File: config.mk
export PLATFORM = sky130hd
export DESIGN_NAME = mult_div_unit_flat
export DESIGN_NICKNAME = d
export VERILOG_FILES = /design/src/rtl/mdu_if.sv /design/src/rtl/mult_div_unit.sv /design/src/flat_wrapper.sv
export SDC_FILE = /design/constraint.sdc
export NUM_CORES = 1
export LEC_CHECK = 0
export ABC_AREA = 1
export BUFFER_PORTS_ARGS = -buffer_cell sky130_fd_sc_hd__buf_2
export CORE_ASPECT_RATIO = 1.4
export CORE_MARGIN = 5
export CORE_UTILIZATION = 52
export CTS_CLUSTER_DIAMETER = 80
export DETAILED_ROUTE_END_ITERATION = 8
export PLACE_DENSITY = 0.67
export SLEW_MARGIN = 20
export SYNTH_ARGS = -nofsm -noshare
export SYNTH_HDL_FRONTEND = slang
export SYNTH_SLANG_ARGS = --single-unit
File: constraint.sdc
create_clock -name CLK -period 6.7 [get_ports CLK]
set_input_delay 0.67 -clock CLK [delete_from_list [all_inputs] [get_ports CLK]]
set_output_delay 0.67 -clock CLK [all_outputs]
set_load 0.005 [all_outputs]
File: src/rtl/mdu_if.sv
// Issue/writeback bundle for the iterative multiply/divide unit.
// DivZero exists only when MDU_DIVZERO_FLAG_EN is defined.
interface mdu_if #(
  parameter int WIDTH = 32
);
  logic             Start;
  logic [1:0]       Op;
  logic [WIDTH-1:0] A;
  logic [WIDTH-1:0] B;
  logic             Cancel;
  logic             HI_WE;
  logic             LO_WE;
  logic [WIDTH-1:0] W_Data;
  logic             Busy;
  logic             Done;
  logic [WIDTH-1:0] HI;
  logic [WIDTH-1:0] LO;
`ifdef MDU_DIVZERO_FLAG_EN
  logic             DivZero;

  modport master (
    output Start, Op, A, B, Cancel,
    output HI_WE, LO_WE, W_Data,
    input  Busy, Done, HI, LO, DivZero
  );
  modport slave (
    input  Start, Op, A, B, Cancel,
    input  HI_WE, LO_WE, W_Data,
    output Busy, Done, HI, LO, DivZero
  );
`else
  modport master (
    output Start, Op, A, B, Cancel,
    output HI_WE, LO_WE, W_Data,
    input  Busy, Done, HI, LO
  );
  modport slave (
    input  Start, Op, A, B, Cancel,
    input  HI_WE, LO_WE, W_Data,
    output Busy, Done, HI, LO
  );
`endif
endinterface

File: src/rtl/mult_div_unit.sv
// Iterative MULT/MULTU/DIV/DIVU engine with HI/LO registers, one bit per clock.
// Optional MDU_DIVZERO_FLAG_EN adds a DivZero flag pulsed with Done.
module mult_div_unit #(
  parameter int WIDTH = 32
) (
  input logic  CLK,
  input logic  RST_N,
  mdu_if.slave bus
);
  localparam int CW = $clog2(WIDTH) + 1;

  typedef enum logic [1:0] {
    IDLE,
    CALC,
    FIX
  } state_e;

  state_e           state_q;
  logic [CW-1:0]    cnt_q;
  logic             is_div_q;
  logic             neg_res_q;
  logic             neg_a_q;
  logic [WIDTH-1:0] acc_q;
  logic [WIDTH-1:0] mq_q;
  logic [WIDTH-1:0] opb_q;
  logic [WIDTH-1:0] a_q;
  logic [WIDTH-1:0] hi_q;
  logic [WIDTH-1:0] lo_q;
  logic             busy_q;
  logic             done_q;

  logic             a_neg;
  logic             b_neg;
  logic [WIDTH-1:0] a_mag;
  logic [WIDTH-1:0] b_mag;
  logic [WIDTH:0]   mul_sum;
  logic [WIDTH:0]   div_sh;
  logic [WIDTH:0]   div_diff;
  logic [WIDTH-1:0] acc_d;
  logic [WIDTH-1:0] mq_d;
  logic [2*WIDTH-1:0] prod;
  logic [2*WIDTH-1:0] prod_fix;
  logic [WIDTH-1:0] q_fix;
  logic [WIDTH-1:0] r_fix;
  logic             div_zero;
  logic [WIDTH-1:0] hi_d;
  logic [WIDTH-1:0] lo_d;

  assign a_neg = ~bus.Op[0] & bus.A[WIDTH-1];
  assign b_neg = ~bus.Op[0] & bus.B[WIDTH-1];
  assign a_mag = a_neg ? -bus.A : bus.A;
  assign b_mag = b_neg ? -bus.B : bus.B;

  // mq holds multiplier (mul) or dividend/quotient (div); opb the other operand
  assign mul_sum  = {1'b0, acc_q} + (mq_q[0] ? {1'b0, opb_q} : '0);
  assign div_sh   = {acc_q, mq_q[WIDTH-1]};
  assign div_diff = div_sh - {1'b0, opb_q};

  always_comb begin
    acc_d = mul_sum[WIDTH:1];
    mq_d  = {mul_sum[0], mq_q[WIDTH-1:1]};
    if (is_div_q) begin
      acc_d = div_diff[WIDTH] ? div_sh[WIDTH-1:0] : div_diff[WIDTH-1:0];
      mq_d  = {mq_q[WIDTH-2:0], ~div_diff[WIDTH]};
    end
  end

  assign prod     = {acc_q, mq_q};
  assign prod_fix = neg_res_q ? -prod : prod;
  assign q_fix    = neg_res_q ? -mq_q : mq_q;
  assign r_fix    = neg_a_q ? -acc_q : acc_q;
  assign div_zero = is_div_q & (opb_q == '0);

  always_comb begin
    hi_d = prod_fix[2*WIDTH-1:WIDTH];
    lo_d = prod_fix[WIDTH-1:0];
    if (div_zero) begin
      hi_d = a_q;
      lo_d = '1;
    end else if (is_div_q) begin
      hi_d = r_fix;
      lo_d = q_fix;
    end
  end

`ifdef MDU_DIVZERO_FLAG_EN
  logic divz_q;
  assign bus.DivZero = divz_q;
`endif

  always_ff @(posedge CLK or negedge RST_N) begin
    if (!RST_N) begin
      state_q   <= IDLE;
      cnt_q     <= '0;
      is_div_q  <= 1'b0;
      neg_res_q <= 1'b0;
      neg_a_q   <= 1'b0;
      acc_q     <= '0;
      mq_q      <= '0;
      opb_q     <= '0;
      a_q       <= '0;
      hi_q      <= '0;
      lo_q      <= '0;
      busy_q    <= 1'b0;
      done_q    <= 1'b0;
`ifdef MDU_DIVZERO_FLAG_EN
      divz_q    <= 1'b0;
`endif
    end else begin
      done_q <= 1'b0;
`ifdef MDU_DIVZERO_FLAG_EN
      divz_q <= 1'b0;
`endif
      unique case (state_q)
        IDLE: begin
          if (bus.HI_WE) hi_q <= bus.W_Data;
          if (bus.LO_WE) lo_q <= bus.W_Data;
          if (bus.Start) begin
            state_q   <= CALC;
            busy_q    <= 1'b1;
            cnt_q     <= '0;
            acc_q     <= '0;
            is_div_q  <= bus.Op[1];
            neg_res_q <= a_neg ^ b_neg;
            neg_a_q   <= a_neg;
            a_q       <= bus.A;
            mq_q      <= bus.Op[1] ? a_mag : b_mag;
            opb_q     <= bus.Op[1] ? b_mag : a_mag;
          end
        end
        CALC: begin
          if (bus.Cancel) begin
            state_q <= IDLE;
            busy_q  <= 1'b0;
          end else begin
            acc_q <= acc_d;
            mq_q  <= mq_d;
            cnt_q <= cnt_q + 1'b1;
            if (cnt_q == CW'(WIDTH - 1)) state_q <= FIX;
          end
        end
        FIX: begin
          state_q <= IDLE;
          busy_q  <= 1'b0;
          if (!bus.Cancel) begin
            hi_q   <= hi_d;
            lo_q   <= lo_d;
            done_q <= 1'b1;
`ifdef MDU_DIVZERO_FLAG_EN
            divz_q <= div_zero;
`endif
          end
        end
        default: begin
          state_q <= IDLE;
          busy_q  <= 1'b0;
        end
      endcase
    end
  end

  assign bus.Busy = busy_q;
  assign bus.Done = done_q;
  assign bus.HI   = hi_q;
  assign bus.LO   = lo_q;
endmodule

File: src/flat_wrapper.sv
// flat-port wrapper written by rule: the top's interface ports become plain ports
module mult_div_unit_flat 
#(
  parameter int WIDTH = 32
)
  (CLK, RST_N, bus_Start, bus_Op, bus_A, bus_B, bus_Cancel, bus_HI_WE, bus_LO_WE, bus_W_Data, bus_Busy, bus_Done, bus_HI, bus_LO);
  mdu_if #(.WIDTH(WIDTH)) bus_i ();
  input logic CLK;
  input logic RST_N;
  input wire logic [$bits(bus_i.Start)-1:0] bus_Start;
  input wire logic [$bits(bus_i.Op)-1:0] bus_Op;
  input wire logic [$bits(bus_i.A)-1:0] bus_A;
  input wire logic [$bits(bus_i.B)-1:0] bus_B;
  input wire logic [$bits(bus_i.Cancel)-1:0] bus_Cancel;
  input wire logic [$bits(bus_i.HI_WE)-1:0] bus_HI_WE;
  input wire logic [$bits(bus_i.LO_WE)-1:0] bus_LO_WE;
  input wire logic [$bits(bus_i.W_Data)-1:0] bus_W_Data;
  output wire logic [$bits(bus_i.Busy)-1:0] bus_Busy;
  output wire logic [$bits(bus_i.Done)-1:0] bus_Done;
  output wire logic [$bits(bus_i.HI)-1:0] bus_HI;
  output wire logic [$bits(bus_i.LO)-1:0] bus_LO;
  assign bus_i.Start = bus_Start;
  assign bus_i.Op = bus_Op;
  assign bus_i.A = bus_A;
  assign bus_i.B = bus_B;
  assign bus_i.Cancel = bus_Cancel;
  assign bus_i.HI_WE = bus_HI_WE;
  assign bus_i.LO_WE = bus_LO_WE;
  assign bus_i.W_Data = bus_W_Data;
  assign bus_Busy = bus_i.Busy;
  assign bus_Done = bus_i.Done;
  assign bus_HI = bus_i.HI;
  assign bus_LO = bus_i.LO;
  mult_div_unit #(.WIDTH(WIDTH)) u_core (.CLK(CLK), .RST_N(RST_N), .bus(bus_i));
endmodule
**Yosys cells after proc, flatten, opt, wreduce, memory -nomap -nowiden**

Index checks and enable logic that the tools add are counted.
W data, S select, Z words.

- Input port bits: 104
- Flip-flop bits (word level): 205
- Output and inout bits: 66

- Equality and inequality tests: 10
- $add $sub $neg: 8
- Reduce and logical (&&, ||, !) cells: 10
- Multiplexer cells: 39
- Bitwise gates (word level): 6

Operators by type and width:

| operator | number |
|---|---|
| $mux W32 | 22 |
| $pmux W32 S2 | 4 |
| $neg A32 Y32 | 4 |
| $mux W64 | 1 |
| $neg A64 Y64 | 1 |
| $add A32 B33 Y33 | 1 |
| $sub A33 B32 Y33 | 1 |
| $logic_not A32 Y1 | 1 |
| $mux W6 | 2 |
| $ne A2 B2 Y1 const B | 6 |
| $pmux W6 S2 | 1 |
| $reduce_and A3 Y1 | 3 |
| $add A6 B1 Y6 const B | 1 |
| $eq A6 B5 Y1 const B | 1 |
| $mux W2 | 3 |
| $reduce_and A2 Y1 | 3 |
| $mux W1 | 4 |
| $pmux W2 S2 | 1 |
| $reduce_bool A2 Y1 | 2 |
| $and A1 B1 Y1 | 3 |
| $ne A3 B2 Y1 const B | 1 |
| $eq A2 B1 Y1 const B | 1 |
| $eq A2 B2 Y1 const B | 1 |
| $logic_not A2 Y1 | 1 |
| other kinds (3) | 4 |

**Logic depth before layout (Yosys ltp)**

Gate-level depths: netlist (run 1).

- Depth after elaboration: 6
- Mapped depth: 20

**Worst setup path after synthesis (run 1)**

Ideal clock, no wire load.

- Path kind: register to register
- Start point: reg u_core.mq_q[0]
- End point: reg u_core.acc_q[21]
- Arrival: 2.402 ns
- Clock period less this slack: 2.518 ns
- Data required time: 6.584 ns
- Setup time: 0.116 ns
- Path slack: 4.182 ns
- Cell stages (with the launch flop): 20
- Path through: dfrtp_1 > buf_2 > buf_1 > nand2_1 > inv_1 > ha_1 > inv_1 > fa_1 > o21ai_2 > nand2_1 > nand2_1 > nand2_1 > nand2_1 > nand2_1 > nand3_1 > nand3_1 > nand2_1 > inv_1 > nand2_1 > nand2_1

- Word-level cells in the longest chain between the ends: 5

Ends and longest elaborated chain:

| element | RTL line | source |
|---|---|---|
| from (decl) | mult_div_unit.sv:24 | `logic [WIDTH-1:0] mq_q;` |
| from (signal assigned) | mult_div_unit.sv:127 | `mq_q <= bus.Op[1] ? a_mag : b_mag;` |
| from (signal assigned) | mult_div_unit.sv:137 | `mq_q <= mq_d;` |
| $mux W32 | mult_div_unit.sv:55 | `assign mul_sum = {1'b0, acc_q} + (mq_q[0] ? {1'b0, opb_q} : '0);` |
| $add A32 B33 Y33 | mult_div_unit.sv:55 |  |
| $mux W32 | mult_div_unit.sv:62 | `if (is_div_q) begin` |
| $mux W32 | mult_div_unit.sv:132 | `if (bus.Cancel) begin` |
| $pmux W32 S2 | mult_div_unit.sv:114 | `unique case (state_q)` |
| to (signal assigned) | mult_div_unit.sv:98 | `acc_q <= '0;` |
| to (signal assigned) | mult_div_unit.sv:122 | `acc_q <= '0;` |
| to (signal assigned) | mult_div_unit.sv:136 | `acc_q <= acc_d;` |
| to (decl) | mult_div_unit.sv:23 | `logic [WIDTH-1:0] acc_q;` |

Every way passes these cells. The select of a mux whose other input is x is not followed.
A chain may end at the register's enable or synchronous reset.

**Final worst setup path (run 1)**

- Start point: reg u_core.state_q[0]
- End point: reg u_core.mq_q[13]

- Word-level cells in the longest chain between the ends: 3
- Elaborated cells on any way between the ends: 7
- Those cells by class: eq/ne (3); mux (1); reduce/logical (3)

Ends and longest elaborated chain:

| element | RTL line | source |
|---|---|---|
| from (decl) | mult_div_unit.sv:18 | `state_e state_q;` |
| from (signal assigned) | mult_div_unit.sv:93 | `state_q <= IDLE;` |
| from (signal assigned) | mult_div_unit.sv:119 | `state_q <= CALC;` |
| from (signal assigned) | mult_div_unit.sv:133 | `state_q <= IDLE;` |
| $eq A2 B1 Y1 or $logic_not A2 Y1 (tied branches) | mult_div_unit.sv:114 |  |
| $ne A2 B2 Y1 (no source line) or $reduce_bool A2 Y1 (tied branches) | n/a |  |
| $reduce_and A3 Y1 (no source line) | n/a |  |

Parallel ways exist; a longest one is shown, timed or not.

==> results of run 1 <==
==> layout make-up <==
type | instances | area, um^2 | share of cell area (%)
clock inverters | 11 | 175 | 0.796
clock buffers | 31 | 656 | 2.98
flip-flops and latches | 205 | 5130 | 23.3
inverters | 459 | 1730 | 7.84
repair buffers | 187 | 1000 | 4.56
multi-input cells | 2673 | 12700 | 57.8
well taps | 478 | 598 | 2.72
==> worst max path at each step <==
stage / startpoint / end / slack (ns) / cells after the start
2_1_floorplan: u_core.mq_q[0] / u_core.acc_q[21] / 4.18 / 19
3_3_place_gp: u_core.state_q[1] / u_core.mq_q[0] / 3.22 / 9
3_5_place_dp: u_core.state_q[0] / u_core.mq_q[13] / 3.08 / 9
4_1_cts: u_core.state_q[0] / u_core.mq_q[13] / 3.05 / 9
5_1_grt: u_core.state_q[0] / u_core.mq_q[13] / 2.69 / 9
6_report: u_core.state_q[0] / u_core.mq_q[13] / 2.85 / 9
==> logic make-up after synthesis <==
family                     count (synthesis)  synth area share (%)
and+or+nand+nor                         1971                  40.6
buffers and inverters                    582                  11.2
AOI/OAI and AO/OA                        563                  15.2
DFF                                      205                  25.6
adders and majority gates                 71                  4.50
xor gates and xnor gates                  68                  2.97
==> worst reg2reg max path: cells and delay by family, from the launching register on <==
kind,cells,cell delay (ns)
and+or+nand+nor,3,1.29
DFF,1,0.38
buffers and inverters,5,1.71
AOI/OAI and AO/OA,1,0.36
==> power breakdown <==
group | internal (W) | switching (W)
clock | 0.000816 | 0.000593
combinational | 0.00207 | 0.00486
sequential | 0.00178 | 0.00104
==> flip-flops by register name, indices dropped and copies added (netlist names) <==
name and flops:
u_core.bus.Busy 1, u_core.acc_q 32, u_core.state_q 2, u_core.a_q 32, u_core.opb_q 32, u_core.neg_a_q 1, u_core.bus.LO 32, u_core.bus.Done 1
u_core.mq_q 32, u_core.is_div_q 1, u_core.bus.HI 32, u_core.cnt_q 6, u_core.neg_res_q 1
==> routing by layer <==
layer | vias up | wire length [um] | global-route usage (%)
met2 | 1604 | 42900 | 68.8
met5 | - | 15 | 0
met1 | 11096 | 31200 | 45.9
met4 | 2 | 11700 | 39.7
li1 | 11244 | - | -
met3 | 511 | 8730 | 8.29
==> layout by cell type (no fill, tap or decap), types with 7 or more instances in the layout <==
master	Yosys	layout
xnor2_1	16	16
a22oi_1	11	11
o221ai_1	11	11
nor3_1	29	29
a21oi_1	239	238
nand4_1	38	38
nand3b_1	7	7
buf_2	27	168
nand3_1	324	324
buf_4	2	17
dfrtp_1	205	203
inv_2	14	13
xor2_1	52	52
o21ai_0	223	223
o21ai_1	20	20
o211ai_1	26	26
nor2_1	502	500
ha_1	69	69
nand2_2	11	11
nor2_2	9	10
or2_2	9	9
nand2_1	1017	1017
clkbuf_16	0	23
inv_1	445	444
a31oi_1	8	8
==> per-stage QoR <==
step | std cells | setup slack [ns] | total power, W | area [um^2] | hold slack [ns]
detailed placement | 4002 | 3.08 | 0.00935 | 21200 | 0.473
CTS | 4044 | 3.05 | 0.0108 | 22000 | 0.0227
floorplan | 3460 | 4.18 | 0.00678 | 20100 | 0.374
global route | 4044 | 2.69 | 0.0118 | 22000 | 0.0372
finish | 4044 | 2.85 | 0.0112 | 22000 | 0.0118
global placement | 4002 | 3.22 | 0.00926 | 21200 | 0.467
==> results_dict.tcl, run 1 <==
set metrics [dict create \
    grt_pass1_wl_mm 138 \
    dp_hpwl_mm 74.2 \
    crit_chain "inv_1 > nor2_2 > inv_2 > nor2_2 > buf_4 > inv_2 > nand2_2 > inv_2 > a22oi_1" \
    critPathKind "reg -> reg" \
    tns_ns 0 \
    synth.top_cells.by_count "nand2_1, nor2_1, inv_1, nand3_1, a21oi_1" \
    synthArstFlopShare_pct 100 \
    cts.sinks 205 \
    grt.total_usage_pct 42.5 \
    grt_max_degree 174 \
    crit_fanout 59 \
    r2r_slack_ns 2.85 \
    worstRegToRegCells 9 \
    drt-total-wl_mm 94.6 \
    ant_nets 0 \
    syn-instance-count 3460 \
    path_clk_slew_ns 0.07 \
    synthFlopType "dfrtp_1" \
    drc 0 \
    ys_ff_latch 205 \
    min_period_ns 3.85 \
    relSlewSlack_pct 25.6 \
    cts_tree "built" \
    area_growth_pct 9.60 \
    irDropWorstVdd_mv 0.380 \
    tightest_slew_ns 1.12 \
    nNetsFinal 3724 \
    synth_most_common_cell "nand2_1" \
    hp-class "in -> async" \
    synthDistinctLibCells 46 \
    yosysTopAreaCell "dfrtp_1" \
    r2r-start "u_core.state_q[0]" \
    dr.pass1.iters 8 \
    die_height_um 242 \
    syn_area_um2 20100 \
    cts_root_buf "clkbuf_16" \
    num_rows 85 \
    reg2reg_to "u_core.mq_q[13]" \
    routabilityCongestion 1.10 \
    critical_path_required_ns 7.16 \
    crit_path_frequent_cell "inv_2" \
    critPathArrivalTime_ns 4.31 \
    num_io_pins 170 \
    synth-edff-count 0 \
    via_per_inst 6.05 \
    setup_violations 0 \
    postCtsSetupBuffers 0 \
    die_w_um 176 \
    initial_core_util_pct 52.4 \
    utilization_pct 57.5 \
    syn_nets 3635 \
    ys_seq_area_share_pct 25.6 \
    maxCapViolations 0 \
    synth.area.top_cells "dfrtp_1, nand2_1, nor2_1" \
    drt_iter0_markers 3056 \
    vias 24457 \
    n_antenna_cell 0 \
    slowest_stage "nand2_2" \
    cts.path.max_buffers 3 \
    portBuffers 169 \
    htree_levels 1 \
    avgSynthCellArea_um2 5.80 \
    ctsResizeCount 0 \
    outcome "complete, no violations" \
    finalCritPeriodShare_pct 57.5 \
    max_clock_freq_mhz 260 \
    start_kind "register" \
    wire_per_inst_um 23.4 \
    layout-drive-gt1-share_pct 8.30 \
    grt_overflow 0 \
    antenna_found_initial 1 \
    dieArea_um2 42700 \
    critPathMaxStageDelay_ns 0.78 \
    end_kind "register" \
    clk-insertion-delay-late_ns 0.55 \
    report.final.slew_viol_count 0 \
    path_delay_family "buffers and inverters" \
    synth.top_cell.area_share_pct 25.6 \
    grt_pass1_vias 23191 \
    path_buf_inv 5 \
    hold_viol_final 0 \
    fill_cells 3932 \
    skew_ns 0.0170 \
    cts_hold_buffers 0 \
    grt_setup_unrepaired "no" \
    numCtsBuffers 23 \
    leakagePower_nw 11.7 \
    core_area_um2 38300 \
    power-per-cell-area_nw_per_um2 508 \
    yosysWarnings 0 \
]
No activity file was read; power rests on OpenSTA's default activity.
==> inputs of run 2 (changes only) <==
--- a/config.mk
+++ b/config.mk
@@ -5,14 +5,14 @@
 export SDC_FILE = /design/constraint.sdc
 export NUM_CORES = 1
 export LEC_CHECK = 0
-export ABC_AREA = 1
+export ABC_AREA = 0
 export BUFFER_PORTS_ARGS = -buffer_cell sky130_fd_sc_hd__buf_2
 export CORE_ASPECT_RATIO = 1.4
 export CORE_MARGIN = 5
 export CORE_UTILIZATION = 52
 export CTS_CLUSTER_DIAMETER = 80
 export DETAILED_ROUTE_END_ITERATION = 8
-export PLACE_DENSITY = 0.67
+export PLACE_DENSITY = 0.68
 export SLEW_MARGIN = 20
 export SYNTH_ARGS = -nofsm -noshare
 export SYNTH_HDL_FRONTEND = slang
==> constraint.sdc (replaced) <==
create_clock -name CLK -period 3.96 [get_ports CLK]
set_input_delay 0.396 -clock CLK [delete_from_list [all_inputs] [get_ports CLK]]
set_output_delay 0.396 -clock CLK [all_outputs]
set_load 0.005 [all_outputs]
==> run 2 against run 1 <==
The run now ends with hold timing left. Design area down 15%. Via count down 29%. Utilization increased by 2.0 points. First-iteration DRC count is 45% lower. Final cell count down 34%. Sequential share of layout area rose by 4.0 points. Synthesized area decreased by 17%. Sequential power increased by 19%. Fmax increased by 2.5%. Critical path depth shrank 1. Hold slack got worse by 0.052 ns. Synthesized cell count fell by 38%. Largest cell class unchanged. Largest power group unchanged. Highest routed layer is now met4.
==> results_dict.tcl, run 2 <==
set metrics [dict create \
    outcome "finished with violations" \
    violations "hold timing" \
    layout-drive-gt1-share_pct 13.7 \
    yosysTopAreaCell "dfrtp_1" \
    initial_core_util_pct 52.8 \
    finalCritPeriodShare_pct 94.8 \
    power_frac_seq_pct 25.5 \
    path_delay_family "simple AND/OR/NAND/NOR gates" \
    grt_pass1_wl_mm 101 \
    slowest_stage "or4_4" \
    grt_overflow 0 \
    maxCapViolations 0 \
    dp_hpwl_mm 52.0 \
    dr.pass1.iters 6 \
    numCtsBuffers 23 \
    r2r_slack_ns 0.20 \
    avgSynthCellArea_um2 7.80 \
    min_period_ns 3.76 \
    irDropWorstVdd_mv 0.583 \
    syn-instance-count 2139 \
    pwr-share-comb_pct 58.2 \
    synthArstFlopShare_pct 100 \
    hold_viol_final 27 \
    critPathMaxStageDelay_ns 0.58 \
    nNetsFinal 2445 \
    tns_ns 0 \
    grt_setup_unrepaired "no" \
    syn_area_um2 16700 \
    path_clk_slew_ns 0.06 \
    ant_nets 0 \
    final_cell_mix "nand2_1, dfrtp_1, nor2_1" \
    crit_fanout 6 \
    via_per_inst 6.50 \
    postCtsSetupBuffers 0 \
    num_io_pins 170 \
    die_height_um 222 \
    grt.total_usage_pct 36.0 \
    crit_chain "or4_4 > or4_4 > or4_4 > or4_4 > o21ai_0 > o21ai_0 > xnor2_1 > a221oi_1" \
    relSlewSlack_pct 29.8 \
    critical_path_required_ns 4.33 \
    grt_pass1_vias 17065 \
    synthDistinctLibCells 77 \
    path_buf_inv 0 \
    ys_ff_latch 205 \
    synth.top_cell.area_share_pct 30.8 \
    synth-edff-count 0 \
    r2r-start "u_core.mq_q[1]" \
    critPathArrivalTime_ns 4.12 \
    synth_most_common_cell "nand2_1" \
    critPathKind "reg -> reg" \
    whs_ns -0.0401 \
    synth.area.top_cells "dfrtp_1, nand2_1, o21ai_0" \
    drc 0 \
    crit_path_frequent_cell "or4_4" \
    clockPowerShare_pct 16.3 \
    cts_root_buf "clkbuf_16" \
    core_area_um2 31600 \
    power-per-cell-area_nw_per_um2 701 \
    end_kind "register" \
    reg2reg_to "u_core.bus.HI[17]" \
    routabilityCongestion 1.05 \
    ys_seq_area_share_pct 30.8 \
    p_sw_w 0.00636 \
    report.final.slew_viol_count 0 \
    cts.path.max_buffers 3 \
    portBuffers 169 \
    hp-class "in -> async" \
    leakagePower_nw 8.50 \
    htree_levels 1 \
    setup_violations 0 \
    die_w_um 161 \
    layout_commonest_cell "nand2_1" \
    cts_hold_buffers 0 \
    drt-total-wl_mm 67.0 \
    area_growth_pct 12.6 \
    max_clock_freq_mhz 266 \
    synth.top_cells.by_count "nand2_1, dfrtp_1, nor2_1, o21ai_0, a21oi_1" \
    clk-insertion-delay-late_ns 0.54 \
    vias 17425 \
    drt_iter0_markers 1688 \
    yosysWarnings 0 \
    p_total_w 0.0132 \
    synthFlopType "dfrtp_1" \
    start_kind "register" \
    fill_cells 3044 \
    wire_per_inst_um 25.0 \
    skew_ns 0.0133 \
    swShare_pct 48.3 \
    cts_tree "built" \
    grt_max_degree 111 \
    worstRegToRegCells 8 \
    intPower_w 0.00681 \
    syn_nets 2314 \
    num_rows 77 \
    dieArea_um2 35800 \
    ctsResizeCount 0 \
    antenna_found_initial 2 \
    tightest_slew_ns 1.05 \
    cts.sinks 205 \
]
[run 2: kinds of logic after synthesis]
kind of cell	count (synthesis)	share of synthesized area, %
AOI/OAI and AO/OA	690	25.8
xor gates and xnor gates	174	9.14
adders and majority gates	71	5.42
buffers and inverters	201	5.03
DFF	205	30.8
muxes	63	3.80
and+or+nand+nor	735	20.1
[run 2: worst reg2reg max path: stages (launching register included)]
cell and delay, ns:
dfrtp_1 0.44, or4_4 0.58, or4_4 0.58, or4_4 0.53
or4_4 0.54, o21ai_0 0.17, o21ai_0 0.17, xnor2_1 0.43
a221oi_1 0.15
[run 2: area by class of cell]
class | count | area [um^2] | share of cell area [%]
Inverter | 65 | 244 | 1.30
Sequential cell | 205 | 5130 | 27.3
Timing Repair Buffer | 242 | 1430 | 7.60
Antenna cell | 1 | 2.50 | 0.0133
Multi-Input combinational cell | 1733 | 10800 | 57.2
Clock buffer | 31 | 646 | 3.44
Clock inverter | 10 | 88.8 | 0.473
Tap cell | 395 | 494 | 2.63
[run 2: power by group through the flow]
stage,clock [W],combinational (W),sequential [W]
after floorplan,0,0.00506,0.00314
after global placement,0,0.00741,0.00333
after detailed placement,0,0.00747,0.00335
after CTS,0.00217,0.00750,0.00332
after global routing,0.00226,0.00826,0.00340
final,0.00215,0.00766,0.00335
[run 2: worst max path at each step]
stage | from | cells after the start | to
after floorplan | u_core.acc_q[0] | 12 | u_core.acc_q[0]
after global placement | u_core.mq_q[1] | 8 | u_core.bus.HI[17]
after detailed placement | u_core.mq_q[31] | 13 | u_core.acc_q[23]
after CTS | u_core.mq_q[31] | 13 | u_core.acc_q[23]
after global routing | u_core.mq_q[1] | 8 | u_core.bus.HI[17]
final | u_core.mq_q[1] | 8 | u_core.bus.HI[17]
[run 2: through the flow]
stage	area [um^2]	hold WS, ns	util (%)	setup slack (ns)	instances
global placement	18000	0.452	57.1	0.280	2640
CTS	18800	0.00667	59.4	0.263	2681
finish	18800	-0.0401	59.5	0.204	2682
detailed placement	18000	0.457	57.1	0.248	2640
global route	18800	0.0544	59.5	0.0891	2682
floorplan	16700	0.100	-	0.588	2139
[run 2: layer usage]
layer | share of wire, % | up-vias | track usage [%]
met5 | 0 | - | 0
met4 | 7.1 | 0 | 21.8
met3 | 6.8 | 221 | 4.69
met2 | 48 | 882 | 61.1
met1 | 38 | 8348 | 43.3
li1 | - | 7974 | -
